--- src/rtl/mvp_cand_sel_pkg.sv ---
// Shared widths, FSM encodings and the per-component MVD bit estimator.
// The width macros normally come from enc_defines.v. Fallbacks apply only when that file has
// not been compiled ahead of this package.
`ifndef FMV_WIDTH
`define FMV_WIDTH 10
`endif
`ifndef MVD_WIDTH
`define MVD_WIDTH 11
`endif
`ifndef MVP_NUM
`define MVP_NUM 2
`endif
`ifndef ST_IDLE
`define ST_IDLE 2'd0
`define ST_EVAL 2'd1
`define ST_DONE 2'd2
`endif

package mvp_cand_sel_pkg;

    localparam int unsigned FmvWidth  = `FMV_WIDTH;
    localparam int unsigned MvdWidth  = `MVD_WIDTH;
    localparam int unsigned BitsWidth = 7;

    typedef enum logic [1:0] {
        StIdle = `ST_IDLE,
        StEval = `ST_EVAL,
        StDone = `ST_DONE
    } state_e;

    // Exp-Golomb style length of one MVD component, saturated at 63. The field is read as a
    // magnitude. A set sign bit (a negative difference) costs the full 63.
    function automatic logic [BitsWidth-1:0] comp_bits(input logic [MvdWidth-1:0] v);
        logic [BitsWidth-1:0] len;
        len = 7'd1;
        if (v[MvdWidth-1]) begin
            len = 7'd63;
        end else begin
            for (int i = 0; i < int'(MvdWidth) - 1; i++) begin
                if (v[i]) len = 7'(2 * i + 3);
            end
        end
        if (len > 7'd63) len = 7'd63;
        return len;
    endfunction

endpackage

--- src/rtl/mvp_cand_sel_mvd_getbits.sv ---
// Combinational MVD and bit estimate for one predictor candidate.
// The output packs mvd as {mvd_x, mvd_y}. The input MVs pack as {y, x}.
module mvd_getBits
    import mvp_cand_sel_pkg::*;
(
    input  logic [2*FmvWidth-1:0]  mv,
    input  logic [2*FmvWidth-1:0]  mvp,
    output logic [2*MvdWidth-1:0]  mvd,
    output logic [BitsWidth-1:0]   bits
);

    logic [MvdWidth-1:0] mvd_x;
    logic [MvdWidth-1:0] mvd_y;

    // Sign-extend both MVs, subtract at MVD width (wraps, no saturation), then estimate bits.
    always_comb begin
        mvd_x = MvdWidth'($signed(mv[FmvWidth-1:0])) - MvdWidth'($signed(mvp[FmvWidth-1:0]));
        mvd_y = MvdWidth'($signed(mv[2*FmvWidth-1:FmvWidth]))
              - MvdWidth'($signed(mvp[2*FmvWidth-1:FmvWidth]));
        mvd   = {mvd_x, mvd_y};
        bits  = comp_bits(mvd_x) + comp_bits(mvd_y);
    end

endmodule

--- src/rtl/mvp_cand_sel.sv ---
// AMVP candidate selection: evaluates one candidate per cycle and keeps the cheapest.
module mvp_cand_sel
    import mvp_cand_sel_pkg::*;
#(
    parameter int unsigned MVP_NUM      = `MVP_NUM,
    parameter int unsigned LAMBDA_WIDTH = 8,
    parameter int unsigned CNT_WIDTH    = 2
) (
    input  logic                            clk,
    input  logic                            rst,
    input  logic                            start_i,
    input  logic [2*FmvWidth-1:0]           mv_i,
    input  logic [MVP_NUM*2*FmvWidth-1:0]   mvp_cand_i,
    input  logic [CNT_WIDTH-1:0]            mvp_num_i,
    input  logic [LAMBDA_WIDTH-1:0]         lambda_i,
    output logic                            busy_o,
    output logic                            done_o,
    output logic [CNT_WIDTH-1:0]            mvp_idx_o,
    output logic [2*MvdWidth-1:0]           mvd_o,
    output logic [BitsWidth-1:0]            mv_bits_o,
    output logic [BitsWidth+LAMBDA_WIDTH-1:0] mv_cost_o
);

    localparam int unsigned CandW = 2 * FmvWidth;
    localparam int unsigned CostW = BitsWidth + LAMBDA_WIDTH;
    localparam logic [CNT_WIDTH-1:0] MaxCnt = CNT_WIDTH'(MVP_NUM);

    state_e                   state_q, state_d;
    logic [CandW-1:0]         mv_q;
    logic [CandW-1:0]         cand_q [MVP_NUM];
    logic [LAMBDA_WIDTH-1:0]  lambda_q;
    logic [CNT_WIDTH-1:0]     idx_q, last_q;
    logic [BitsWidth-1:0]     best_bits_q;
    logic [CNT_WIDTH-1:0]     best_idx_q;
    logic [2*MvdWidth-1:0]    best_mvd_q;
    logic [CNT_WIDTH-1:0]     res_idx_q;
    logic [2*MvdWidth-1:0]    res_mvd_q;
    logic [BitsWidth-1:0]     res_bits_q;
    logic [CostW-1:0]         res_cost_q;

    logic [CNT_WIDTH-1:0]     num_eff;
    logic [CandW-1:0]         cur_cand;
    logic [2*MvdWidth-1:0]    cur_mvd;
    logic [BitsWidth-1:0]     cur_bits;
    logic                     take;
    logic [BitsWidth-1:0]     fin_bits;
    logic [CNT_WIDTH-1:0]     fin_idx;
    logic [2*MvdWidth-1:0]    fin_mvd;

    // Clamp the requested candidate count to 1..MVP_NUM.
    always_comb begin
        num_eff = mvp_num_i;
        if (mvp_num_i == '0) begin
            num_eff = CNT_WIDTH'(1);
        end else if (mvp_num_i > MaxCnt) begin
            num_eff = MaxCnt;
        end
    end

    // Select the candidate under evaluation.
    always_comb begin
        cur_cand = '0;
        for (int k = 0; k < int'(MVP_NUM); k++) begin
            if (idx_q == CNT_WIDTH'(k)) cur_cand = cand_q[k];
        end
    end

    mvd_getBits u_getbits (
        .mv   (mv_q),
        .mvp  (cur_cand),
        .mvd  (cur_mvd),
        .bits (cur_bits)
    );

    // Running best with the current candidate folded in. Strict less keeps the lower index on ties.
    always_comb begin
        take     = cur_bits < best_bits_q;
        fin_bits = take ? cur_bits : best_bits_q;
        fin_idx  = take ? idx_q    : best_idx_q;
        fin_mvd  = take ? cur_mvd  : best_mvd_q;
    end

    // Next-state logic.
    always_comb begin
        state_d = state_q;
        unique case (state_q)
            StIdle:  if (start_i) state_d = StEval;
            StEval:  if (idx_q == last_q) state_d = StDone;
            StDone:  state_d = StIdle;
            default: state_d = StIdle;
        endcase
    end

    // State register.
    always_ff @(posedge clk or posedge rst) begin
        if (rst) state_q <= StIdle;
        else     state_q <= state_d;
    end

    // Request latch, search bookkeeping and result registers.
    always_ff @(posedge clk or posedge rst) begin
        if (rst) begin
            mv_q        <= '0;
            for (int k = 0; k < int'(MVP_NUM); k++) cand_q[k] <= '0;
            lambda_q    <= '0;
            idx_q       <= '0;
            last_q      <= '0;
            best_bits_q <= '0;
            best_idx_q  <= '0;
            best_mvd_q  <= '0;
            res_idx_q   <= '0;
            res_mvd_q   <= '0;
            res_bits_q  <= '0;
            res_cost_q  <= '0;
        end else begin
            case (state_q)
                StIdle: begin
                    if (start_i) begin
                        mv_q <= mv_i;
                        for (int k = 0; k < int'(MVP_NUM); k++) begin
                            cand_q[k] <= mvp_cand_i[k*CandW +: CandW];
                        end
                        lambda_q    <= lambda_i;
                        idx_q       <= '0;
                        last_q      <= num_eff - CNT_WIDTH'(1);
                        best_bits_q <= 7'h7F;
                        best_idx_q  <= '0;
                        best_mvd_q  <= '0;
                    end
                end
                StEval: begin
                    best_bits_q <= fin_bits;
                    best_idx_q  <= fin_idx;
                    best_mvd_q  <= fin_mvd;
                    idx_q       <= idx_q + CNT_WIDTH'(1);
                    // Results land on entry to DONE so they are valid while done_o is high.
                    if (idx_q == last_q) begin
                        res_idx_q  <= fin_idx;
                        res_mvd_q  <= fin_mvd;
                        res_bits_q <= fin_bits;
                        res_cost_q <= CostW'(fin_bits) * CostW'(lambda_q);
                    end
                end
                default: ;
            endcase
        end
    end

    assign busy_o    = (state_q != StIdle);
    assign done_o    = (state_q == StDone);
    assign mvp_idx_o = res_idx_q;
    assign mvd_o     = res_mvd_q;
    assign mv_bits_o = res_bits_q;
    assign mv_cost_o = res_cost_q;

endmodule
--- config.mk ---
export PLATFORM = sky130hd
export DESIGN_NAME = mvp_cand_sel
export DESIGN_NICKNAME = d
export VERILOG_FILES = /design/src/rtl/mvp_cand_sel_pkg.sv /design/src/rtl/mvp_cand_sel_mvd_getbits.sv /design/src/rtl/mvp_cand_sel.sv
export SDC_FILE = /design/constraint.sdc
export NUM_CORES = 1
export LEC_CHECK = 0
export ABC_CLOCK_PERIOD_IN_PS = 9000
export BUFFER_PORTS_ARGS = -buffer_cell sky130_fd_sc_hd__buf_2
export CAP_MARGIN = 0
export CORE_MARGIN = 2
export CORE_UTILIZATION = 30
export DETAILED_ROUTE_END_ITERATION = 16
export GPL_TIMING_DRIVEN = 1
export SKIP_CTS_REPAIR_TIMING = 1
export SYNTH_ARGS = -nofsm -noshare
export SYNTH_HDL_FRONTEND = slang
export SYNTH_SLANG_ARGS = --single-unit
--- constraint.sdc ---
create_clock -name clk -period 9 [get_ports clk]
set_input_delay 1.35 -clock clk [delete_from_list [all_inputs] [get_ports clk]]
set_output_delay 1.35 -clock clk [all_outputs]
set_load 0.03 [all_outputs]
==> results.toml <==
[sta]
setup_viol_count_final = 0
max_freq_mhz = 115
timing.slew.headroom_pct = 28.7
fin_crit_sh_pct = 96.6
skew_ps = 13.2
worst_slew_pin_slew_ps = 1070
final_hold_viol_count = 0
maxSlewViolCount = 0
layout_min_cycle_time_ps = 8690

[clock_network]
cts_tree = "done"
cts_buffer_depth = 2
h-tree-depth = 4
cts_buffers = 17
cts_root_buf = "clkbuf_16"
clock_latency_ps = 430
cts_sinks = 151
clk_pin_slew_ps = 60

[cells_and_area]
drive_gt1_share_pct = 25.8
most-common-layout-cells = "314 x nand2_1, 151 x dfrtp_1, 119 x buf_2, 113 x buf_4, 79 x o21ai_0"
layout-area-overhead-vs-synth_pct = 28.0
num_antenna_cells = 0
ff_latch_area_sq_um = 3780
final_common_cell = "nand2_1"
nFillCells = 3196
multiInputGateArea_sq_um = 5640
final_net_count = 1477
design_area_sq_um = 12300

[min_path]
min_path_type = "register to register"

[global_routing]
grt-ovfl-total = 0
grt_antenna_before_repair = 0
grt_pass1_vias = 8003
grt_max_degree = 97
grt_pass1_wl_um = 40500
track_usage_pct = 15.2

[synth]
synth-seq-cells = 151
syn_area_sq_um = 9580
synth_edf_count = 0
ys_types = 61
yosysTopAreaCell = "dfrtp_1"
ys_seq_area_share_pct = 39.4
syn_inst = 1100
syn_nets = 1271
async_reset_ff_share_pct = 100
synthFlopType = "dfrtp_1"
synth_top_area_share_pct = 39.4
ys_top_cells_by_area = "dfrtp_1 39%, nand2_1 12%, ha_1 8.6%"
syn_avg_cell_area_sq_um = 8.71
yosys_warnings = 0

[worst_setup_path]
cp-end-kind = "register"
crit_type = "register to register"
crit_arrival_ps = 8980
critPathRequiredTime_ps = 9290
cp_max_fo = 7
critical_path.startpoint_type = "register"
max_stage_delay_ps = 550
crit_slowest_cell = "fa_1"

[die]
fp.dieH_um = 183
row_count = 65
die_area_sq_um = 33400
core-area_sq_um = 31500
pin_count = 121
start_util_pct = 30.4
fp.dieW_um = 183

[drt]
ant_nets = 0
wirelength_um = 25200
via_per_inst = 4.69
drc = 0
detail_route.first_pass.iterations = 7
dr_total_vias = 8065
wl_per_cell_um = 14.6
dr.first_iter.drc_count = 426

[place]
gp_congestion = 0.845
place_hpwl_um = 17900
post_dp_cell_area_sq_um = 11300
port_buffers = 119

[run_status]
status = "complete, no violations"

[flow_run]
cap_viol_max_count = 0
==> kinds of logic after synthesis <==
group | Yosys count | synth area share (%)
DFF | 151 | 39.4
buffers and inverters | 113 | 4.68
adders and majority gates | 98 | 15.3
muxes | 32 | 3.49
and+or+nand+nor | 475 | 21.4
xor gates and xnor gates | 29 | 2.65
AOI/OAI and AO/OA | 202 | 13.0
==> area by class of cell <==
| cell class | instances | area share (%) |
|---|---|---|
| Sequential cell | 151 | 30.8 |
| Multi-Input combinational cell | 836 | 46.0 |
| Timing Repair Buffer | 235 | 12.0 |
| Inverter | 65 | 2.03 |
| Clock inverter | 12 | 1.34 |
| Tap cell | 402 | 4.10 |
| Clock buffer | 19 | 3.69 |
==> synth_stat cells (23+ instances only) <==
cell / number
clkbuf_1: 32
nand3_1: 23
ha_1: 66
mux2i_1: 27
o21ai_0: 90
a21oi_1: 37
inv_1: 65
nor2_1: 46
fa_1: 32
nor2b_1: 23
nand2_1: 316
dfrtp_1: 151
==> stage by stage <==
| step | utilization, % | hold slack, ps | TNS, ps | std cells | setup slack, ps |
|---|---|---|---|---|---|
| 2_1_floorplan | - | 446 | 0 | 1100 | 179 |
| 3_5_place_dp | 35.8 | 458 | -472 | 1675 | -168 |
| 5_1_grt | 39.0 | 490 | -380 | 1720 | -109 |
| 4_1_cts | 37.7 | 473 | -813 | 1706 | -227 |
| 3_3_place_gp | 35.8 | 457 | -9.88 | 1675 | -9.88 |
| 6_report | 39.0 | 466 | 0 | 1720 | 306 |
==> state kept, by name (all words and copies together), names as in the netlist <==
| register | cells |
|---|---|
| lambda_q | 8 |
| best_mvd_q | 22 |
| mv_bits_o | 7 |
| mvd_o | 22 |
| last_q | 2 |
| cand_q | 40 |
| idx_q | 2 |
| mv_cost_o | 15 |
| mvp_idx_o | 2 |
| state_q | 2 |
| best_bits_q | 7 |
| best_idx_q | 2 |
| mv_q | 20 |
==> worst paths after layout <==
kind / start / endpoint / slack [ps] / depth (start not counted)
max in group asynchronous: rst / mv_cost_o[13]$_DFFE_PP0P_ / 6580 / 3
hold reg to reg: mv_cost_o[3]$_DFFE_PP0P_ / mv_cost_o[3]$_DFFE_PP0P_ / 470 / 2
setup reg to reg: idx_q[0]$_DFFE_PP0P_ / mv_cost_o[14]$_DFFE_PP0P_ / 310 / 40
min in group asynchronous: rst / cand_q[31]$_DFFE_PP0P_ / 1110 / 2
hold / removal: mv_cost_o[3]$_DFFE_PP0P_ / mv_cost_o[3]$_DFFE_PP0P_ / 470 / 2
setup / recovery: idx_q[0]$_DFFE_PP0P_ / mv_cost_o[14]$_DFFE_PP0P_ / 310 / 40
==> per-layer routing <==
metal | GRT usage [%] | wire length [um] | vias to the layer above | part of all wire, %
li1 | - | - | 4058 | -
met1 | 21.2 | 12300 | 3821 | 49
met2 | 24.6 | 11500 | 167 | 46
met3 | 2.20 | 965 | 19 | 3.8
met4 | 4.26 | 369 | 0 | 1.5
met5 | 0 | 0 | - | 0
==> critical path: cells and delay by family, from the launching register on <==
family,cells,cell delay (ps)
AO/OA/AOI/OAI,12,2150
XOR/XNOR,3,560
adder cells (fa/ha/maj),10,3520
buffers and inverters,8,750
flip-flops,1,400
multiplexers,1,250
AND/OR/NAND/NOR,6,890
Power is not shown: default switching activity piles up to over one toggle a cycle in this logic, so the estimate is an artifact.
